### config.mk
export PLATFORM = sky130hd
export DESIGN_NAME = ntt_addr_seq
export DESIGN_NICKNAME = d
export VERILOG_FILES = /design/src/rtl/ntt_addr_pkg.sv /design/src/rtl/ntt_addr_lane.sv /design/src/rtl/ntt_addr_seq.sv
export SDC_FILE = /design/constraint.sdc
export NUM_CORES = 1
export LEC_CHECK = 0
export BUFFER_PORTS_ARGS = -buffer_cell sky130_fd_sc_hd__buf_2
export CORE_MARGIN = 4
export CORE_UTILIZATION = 45
export DETAILED_ROUTE_END_ITERATION = 7
export PLACE_DENSITY = 0.72
export SLEW_MARGIN = 20
export SYNTH_ARGS = -nofsm -noshare
export SYNTH_HDL_FRONTEND = slang
export SYNTH_SLANG_ARGS = --single-unit
### constraint.sdc
create_clock -name clk -period 8.99 [get_ports clk]
set_clock_uncertainty 0.15 [all_clocks]
set_input_delay 1.798 -clock clk [delete_from_list [all_inputs] [get_ports clk]]
set_output_delay 1.798 -clock clk [all_outputs]
set_load 0.005 [all_outputs]
### src/rtl/ntt_addr_pkg.sv
// rtl/ntt_addr_pkg.sv - shared types and sizing helpers for the NTT address sequencer
package ntt_addr_pkg;

  typedef enum logic [0:0] {
    IDLE = 1'b0,
    RUN  = 1'b1
  } state_e;

  typedef enum logic [0:0] {
    DIR_FWD = 1'b0,
    DIR_INV = 1'b1
  } dir_e;

  localparam int DEF_N         = 256;
  localparam int DEF_NUM_CORES = 8;

  function automatic int chunk_of(input int n, input int cores);
    return n / cores;
  endfunction

  function automatic int beats_of(input int n, input int cores);
    return n / (2 * cores);
  endfunction

  function automatic int stages_of(input int n);
    return $clog2(n) - 1;
  endfunction

  localparam int CHUNK  = chunk_of(DEF_N, DEF_NUM_CORES);
  localparam int BEATS  = beats_of(DEF_N, DEF_NUM_CORES);
  localparam int STAGES = stages_of(DEF_N);

endpackage

### src/rtl/ntt_addr_lane.sv
// rtl/ntt_addr_lane.sv - combinational (top, bottom) address generator for one butterfly core
module ntt_addr_lane
  import ntt_addr_pkg::*;
#(
  parameter int N          = 256,
  parameter int NUM_CORES  = 8,
  parameter int ADDR_WIDTH = $clog2(N),
  parameter int LGW        = $clog2(ADDR_WIDTH) + 1
) (
  input  logic [ADDR_WIDTH-1:0] core_idx,
  input  logic [LGW-1:0]        lg_len,
  input  logic [ADDR_WIDTH-1:0] k,
  output logic [ADDR_WIDTH-1:0] addr_a,
  output logic [ADDR_WIDTH-1:0] addr_b
);

  localparam int LG_CHUNK = $clog2(chunk_of(N, NUM_CORES));

  logic [LGW-1:0]        lg_span;
  logic [LGW-1:0]        lg_g;
  logic [ADDR_WIDTH-1:0] len;
  logic [ADDR_WIDTH-1:0] base;
  logic [ADDR_WIDTH-1:0] j;

  always_comb begin
    lg_span = lg_len + LGW'(1);
    // Cores share a butterfly block once a block spans more than one chunk.
    lg_g    = (lg_span > LGW'(LG_CHUNK)) ? (lg_span - LGW'(LG_CHUNK)) : '0;
    len     = ADDR_WIDTH'(1) << lg_len;
    if (lg_g != '0) begin
      base = ((core_idx >> lg_g) << lg_span)
           + ((core_idx & ((ADDR_WIDTH'(1) << lg_g) - ADDR_WIDTH'(1))) << (LG_CHUNK - 1));
    end else begin
      base = core_idx << LG_CHUNK;
    end
    j      = base + ((k >> lg_len) << lg_span) + (k & (len - ADDR_WIDTH'(1)));
    addr_a = j;
    addr_b = j + len;
  end

endmodule

### src/rtl/ntt_addr_seq.sv
// rtl/ntt_addr_seq.sv - sequential NTT butterfly address walker; NTT_ADDR_INTT_EN adds the inverse-order mode port
module ntt_addr_seq
  import ntt_addr_pkg::*;
#(
  parameter int NUM_CORES  = 8,
  parameter int N          = 256,
  parameter int ADDR_WIDTH = $clog2(N)
) (
  input  logic                                 clk,
  input  logic                                 rst_n,
  input  logic                                 start,
`ifdef NTT_ADDR_INTT_EN
  input  logic                                 mode,
`endif
  output logic                                 busy,
  output logic                                 done,
  output logic                                 out_valid,
  input  logic                                 out_ready,
  output logic [ADDR_WIDTH-1:0]                stage_len,
  output logic [ADDR_WIDTH-1:0]                beat_idx,
  output logic                                 stage_last,
  output logic [NUM_CORES-1:0][ADDR_WIDTH-1:0] addr_a,
  output logic [NUM_CORES-1:0][ADDR_WIDTH-1:0] addr_b
);

  localparam int                    LGW    = $clog2(ADDR_WIDTH) + 1;
  localparam logic [LGW-1:0]        LG_MAX = LGW'(ADDR_WIDTH - 1);
  localparam logic [ADDR_WIDTH-1:0] K_LAST = ADDR_WIDTH'(beats_of(N, NUM_CORES) - 1);

  state_e                              state_q, state_d;
  dir_e                                dir_q, dir_d;
  logic [LGW-1:0]                      lg_len_q, lg_len_d;
  logic [ADDR_WIDTH-1:0]               k_q, k_d;
  logic                                out_valid_q, out_valid_d;
  logic                                done_q, done_d;
  logic [ADDR_WIDTH-1:0]               stage_len_q, stage_len_d;
  logic [ADDR_WIDTH-1:0]               beat_idx_q, beat_idx_d;
  logic                                stage_last_q, stage_last_d;
  logic [NUM_CORES-1:0][ADDR_WIDTH-1:0] addr_a_q, addr_a_d;
  logic [NUM_CORES-1:0][ADDR_WIDTH-1:0] addr_b_q, addr_b_d;

  logic [ADDR_WIDTH-1:0] lane_a [NUM_CORES];
  logic [ADDR_WIDTH-1:0] lane_b [NUM_CORES];
  dir_e                  start_dir;
  logic                  fire;
  logic                  last_stage;
  logic                  load_out;

`ifdef NTT_ADDR_INTT_EN
  assign start_dir = dir_e'(mode);
`else
  assign start_dir = DIR_FWD;
`endif

  assign fire       = out_valid_q & out_ready;
  assign last_stage = (dir_q == DIR_INV) ? (lg_len_q == LG_MAX) : (lg_len_q == LGW'(1));

  always_comb begin
    state_d     = state_q;
    dir_d       = dir_q;
    lg_len_d    = lg_len_q;
    k_d         = k_q;
    out_valid_d = out_valid_q;
    done_d      = 1'b0;
    load_out    = 1'b0;
    case (state_q)
      IDLE: begin
        if (start) begin
          state_d     = RUN;
          dir_d       = start_dir;
          lg_len_d    = (start_dir == DIR_INV) ? LGW'(1) : LG_MAX;
          k_d         = '0;
          out_valid_d = 1'b1;
          load_out    = 1'b1;
        end
      end
      RUN: begin
        if (fire) begin
          if (k_q == K_LAST) begin
            if (last_stage) begin
              state_d     = IDLE;
              out_valid_d = 1'b0;
              done_d      = 1'b1;
            end else begin
              k_d      = '0;
              lg_len_d = (dir_q == DIR_INV) ? (lg_len_q + LGW'(1)) : (lg_len_q - LGW'(1));
              load_out = 1'b1;
            end
          end else begin
            k_d      = k_q + ADDR_WIDTH'(1);
            load_out = 1'b1;
          end
        end
      end
      default: state_d = IDLE;
    endcase
  end

  // Lanes see the next-state k/len so the address outputs can be registered.
  for (genvar c = 0; c < NUM_CORES; c++) begin : g_lane
    ntt_addr_lane #(
      .N          (N),
      .NUM_CORES  (NUM_CORES),
      .ADDR_WIDTH (ADDR_WIDTH),
      .LGW        (LGW)
    ) u_lane (
      .core_idx (ADDR_WIDTH'(c)),
      .lg_len   (lg_len_d),
      .k        (k_d),
      .addr_a   (lane_a[c]),
      .addr_b   (lane_b[c])
    );
  end

  always_comb begin
    stage_len_d  = stage_len_q;
    beat_idx_d   = beat_idx_q;
    stage_last_d = stage_last_q;
    addr_a_d     = addr_a_q;
    addr_b_d     = addr_b_q;
    if (load_out) begin
      stage_len_d  = ADDR_WIDTH'(1) << lg_len_d;
      beat_idx_d   = k_d;
      stage_last_d = (k_d == K_LAST);
      for (int c = 0; c < NUM_CORES; c++) begin
        addr_a_d[c] = lane_a[c];
        addr_b_d[c] = lane_b[c];
      end
    end
  end

  always_ff @(posedge clk) begin
    if (!rst_n) begin
      state_q      <= IDLE;
      dir_q        <= DIR_FWD;
      lg_len_q     <= '0;
      k_q          <= '0;
      out_valid_q  <= 1'b0;
      done_q       <= 1'b0;
      stage_len_q  <= '0;
      beat_idx_q   <= '0;
      stage_last_q <= 1'b0;
      addr_a_q     <= '0;
      addr_b_q     <= '0;
    end else begin
      state_q      <= state_d;
      dir_q        <= dir_d;
      lg_len_q     <= lg_len_d;
      k_q          <= k_d;
      out_valid_q  <= out_valid_d;
      done_q       <= done_d;
      stage_len_q  <= stage_len_d;
      beat_idx_q   <= beat_idx_d;
      stage_last_q <= stage_last_d;
      addr_a_q     <= addr_a_d;
      addr_b_q     <= addr_b_d;
    end
  end

  assign busy       = (state_q == RUN);
  assign done       = done_q;
  assign out_valid  = out_valid_q;
  assign stage_len  = stage_len_q;
  assign beat_idx   = beat_idx_q;
  assign stage_last = stage_last_q;
  assign addr_a     = addr_a_q;
  assign addr_b     = addr_b_q;

endmodule

==> key figures <==
STA
  – Final Hold Vio Count: 0
  – Final min period: 7870 ps
  – RSZ-0062 raised after global routing: no
  – Final worst path period share: 0.8754
  – Final setup vio count: 0
  – Slew margin rel.: 0.2898
  – Worst Tran Pin Value: 1056 ps
  – Setup TNS: 0 ps
  – F_max: 127.1 MHz
  – Final Max Tran Viols: 0

Die
  – Die area: 31160 um^2
  – Chip Width: 176.5 um
  – Core area: 27930 um^2
  – Starting Density: 0.4576
  – Total I/O pin count: 152
  – FP Rows: 61
  – Die H: 176.5 um

Placed design
  – DP HPWL: 27860 um
  – Gp weighted congestion: 0.9484
  – Port bufs: 151

Pwr
  – Switching part of the total: 0.4033
  – Leakage: 7.136 nW
  – Register share of total power: 0.259
  – PD cells: 230.6 nW/um^2
  – Logic gate share of total power: 0.490
  – Clock power share: 0.252
  – Cell internal pwr: 2.036 mW
  – Design Power: 3.413 mW
  – Peak supply drop: 0.1448 mV
  – Net switching power: 1.376 mW

Clock network
  – CTS Buffer Depth: 2
  – Reg clk slew, reported paths: 70 ps
  – Clk sink count: 160
  – Cts repair resizes: 0
  – H-tree levels: 4
  – Post CTS Setup Buffer Count: 0
  – CTS root buf: clkbuf_16
  – Hold Buf Count CTS: 0
  – CTS buffer count: 17
  – CTS tree: done
  – Clock Latency Late Sink: 440 ps

Min path
  – Hold EP: stage_len[6]
  – Hold Path Cell Cnt: 2
  – Min-delay src: stage_len[6]
  – Hold Path Class: flip-flop to flip-flop

Cells and area
  – ANT cells: 0
  – Final #Nets: 1929
  – Final core utilization: 0.5298
  – Share of cells above drive strength 1: 0.1454
  – Area growth syn-to-layout: 15.79%

Worst setup path
  – CP Capture Type: flip-flop
  – Worst r2r path cells: 24
  – Worst R2R Start: k_q[4]
  – Worst endpoint required time: 9200 ps
  – R2r endpoint: addr_b[47]
  – WS Path Type: input port to flip-flop
  – CP arrival: 8080 ps
  – Reg-to-reg slack, setup: 1500 ps
  – Startpoint type of the worst setup path: input port
  – Critical path peak fanout: 15

Yosys
  – Synthesis-stage register bit count: 160
  – Ys flop type: dfxtp_1
  – Seq/Total Area, Yosys: 0.2506
  – Syn. warnings: 0
  – Number of synthesized flops with an enable pin: 0
  – Distinct cells, synth: 79
  – Ys async rst share: 0
  – Post-Synthesis Cell Area: 12780 um^2
  – Synth Instances: 1555
  – Avg Cell Area, Syn: 8.220 um^2

GRT
  – Largest net degree at the start of global routing: 96
  – First-pass GRT wire length: 60640 um
  – Initial antenna violation count: 0
  – GRT Resource Usage Total: 0.2443
  – Grt total ovfl: 0
  – Vias in the first global route: 11380

Routing
  – Residual DRC: 0
  – Iter 0 DRT Violations: 837
  – DRT Pass-1 Iters: 5
  – Number of routed nets with antenna violations: 0
  – Final wirelength: 37940 um
  – DR vias/cell: 5.518
  – Routed wire length per instance: 17.97 um
  – Via count: 11650

Run status
  – Status: completed

Flow run
  – Max Cap Viol: 0
power groups by stage:
stage	Sequential [mW]	Combinational [mW]	Clock, mW
2_1_floorplan	0.896	1.19	0
3_3_place_gp	0.896	1.62	0
5_1_grt	0.895	1.86	0.890
6_report	0.883	1.67	0.859
3_5_place_dp	0.899	1.65	0
4_1_cts	0.883	1.67	0.862
synthesized netlist by cell type (all sizes together), types with 3 or more instances:
master   number  area [um^2]
a221oi        3        32.53
mux2i         4        40.04
o311a         3        30.03
and3          7        43.79
nor2b         4        25.02
xnor2        92        832.1
nand3        31        155.2
or2           4        25.02
mux2          4        45.04
nand2       244        915.9
o211a         3        30.03
buf          10        57.55
nand4         6        37.54
and2         13        81.33
a211oi       21        157.7
inv         126        473.0
nor3         31        176.4
xnor3         4        90.09
dfxtp       160         3203
nor4          7        43.79
nand2b        4        25.02
nor3b         3        22.52
o21a          3        22.52
o2111ai       3        26.28
o211ai        3        22.52
a21o         25        187.7
clkbuf       59        221.5
a21oi       209         1054
o31ai         3        22.52
nor2        110        412.9
a211o         4        35.03
or4           4        33.78
xor2         26        227.7
o21ai        26        130.1
a31oi         4        25.02
fa           68         1361
o41a          3        33.78
or3          13        86.33
ha          137         1714
o21bai       39        292.8
logic make-up (layout without fill, tap and decap cells):
kind of cell	Yosys count	in the layout	synth area share
XOR/XNOR	122	122	0.08996
multiplexers	8	8	0.006656
buffers and inverters	195	343	0.05883
AND/OR/NAND/NOR	485	485	0.1657
adder cells (fa/ha/maj)	205	205	0.2406
flip-flops	160	160	0.2506
other	2	32	0.0005875
AO/OA/AOI/OAI	378	378	0.1871
state kept, by name, indices dropped and copies added, names as in the netlist:
register / count
addr_a: 64
addr_b: 64
beat_idx: 8
busy: 1
done: 1
k_q: 8
lg_len_q: 4
out_valid: 1
stage_last: 1
stage_len: 8
metal layers:
metal,up-vias,wire (um),global-route usage,share of wire
met5,-,0,0,0
met4,0,1123,0.08317,0.030
met1,5626,16550,0.3300,0.44
li1,5590,-,-,-
met3,64,2070,0.03019,0.055
met2,369,18190,0.4064,0.48
worst max-delay path: stages:
cell and delay [ps]:
buf_2 130, nand3_1 240, a211o_1 410, o221ai_4 400, inv_2 240, nor3_4 370, xnor2_1 310, nand2_1 230
or3_1 550, inv_1 150, fa_1 430, ha_1 230, inv_1 70, fa_1 420, inv_1 70, ha_1 250
a21oi_1 230, o21bai_1 90, a21oi_1 280, o21ai_0 220, or4_1 440, o311a_1 150, a211o_1 260, o211ai_1 80
through the flow:
step,worst slack (ps),hold WS (ps),instance area [um^2],instances
5_1_grt,636.8,311.1,14800,2111
6_report,1120,298.7,14800,2111
3_5_place_dp,792.1,290.9,14130,2079
2_1_floorplan,466.8,298.2,12890,1585
3_3_place_gp,909.1,285.8,14130,2079
4_1_cts,1235,300.9,14800,2111
worst max-delay path by stage:
stage                   start    endpoint  slack [ps]  cells past startpoint
CTS                 out_ready  addr_b[47]        1240                     24
global placement    out_ready  addr_b[63]         910                     26
finish              out_ready  addr_b[47]        1120                     24
detailed placement  out_ready  addr_b[47]         790                     24
global route        out_ready  addr_b[47]         640                     25
floorplan           out_ready  addr_b[47]         470                     29
final cells by class:
| cell class | count | area, um^2 |
|---|---|---|
| sequential | 160 | 3203 |
| timing repair buffer | 185 | 1011 |
| inverter | 126 | 475.5 |
| multi-input combinational | 1230 | 8964 |
| fill | 2656 | 13130 |
| tap | 378 | 473.0 |
| clock inverter | 15 | 249.0 |
| clock buffer | 17 | 425.4 |
layout by cell type (no fill, tap or decap), types with 5 or more instances in the layout:
| cell | instances |
|---|---|
| ha_1 | 137 |
| nor4_1 | 7 |
| dfxtp_1 | 160 |
| nor2_1 | 110 |
| clkbuf_16 | 17 |
| xnor2_1 | 90 |
| o21ai_0 | 22 |
| fa_1 | 68 |
| nor3_1 | 27 |
| a211oi_1 | 21 |
| nand2_1 | 244 |
| nand3_1 | 31 |
| a21oi_1 | 206 |
| buf_4 | 34 |
| or3_1 | 12 |
| buf_2 | 151 |
| a21o_1 | 24 |
| nand4_1 | 6 |
| bufinv_16 | 5 |
| and2_1 | 13 |
| and3_1 | 7 |
| inv_1 | 121 |
| o21bai_1 | 39 |
| xor2_1 | 26 |
| conb_1 | 32 |
No activity file was read; power rests on OpenSTA's default activity.
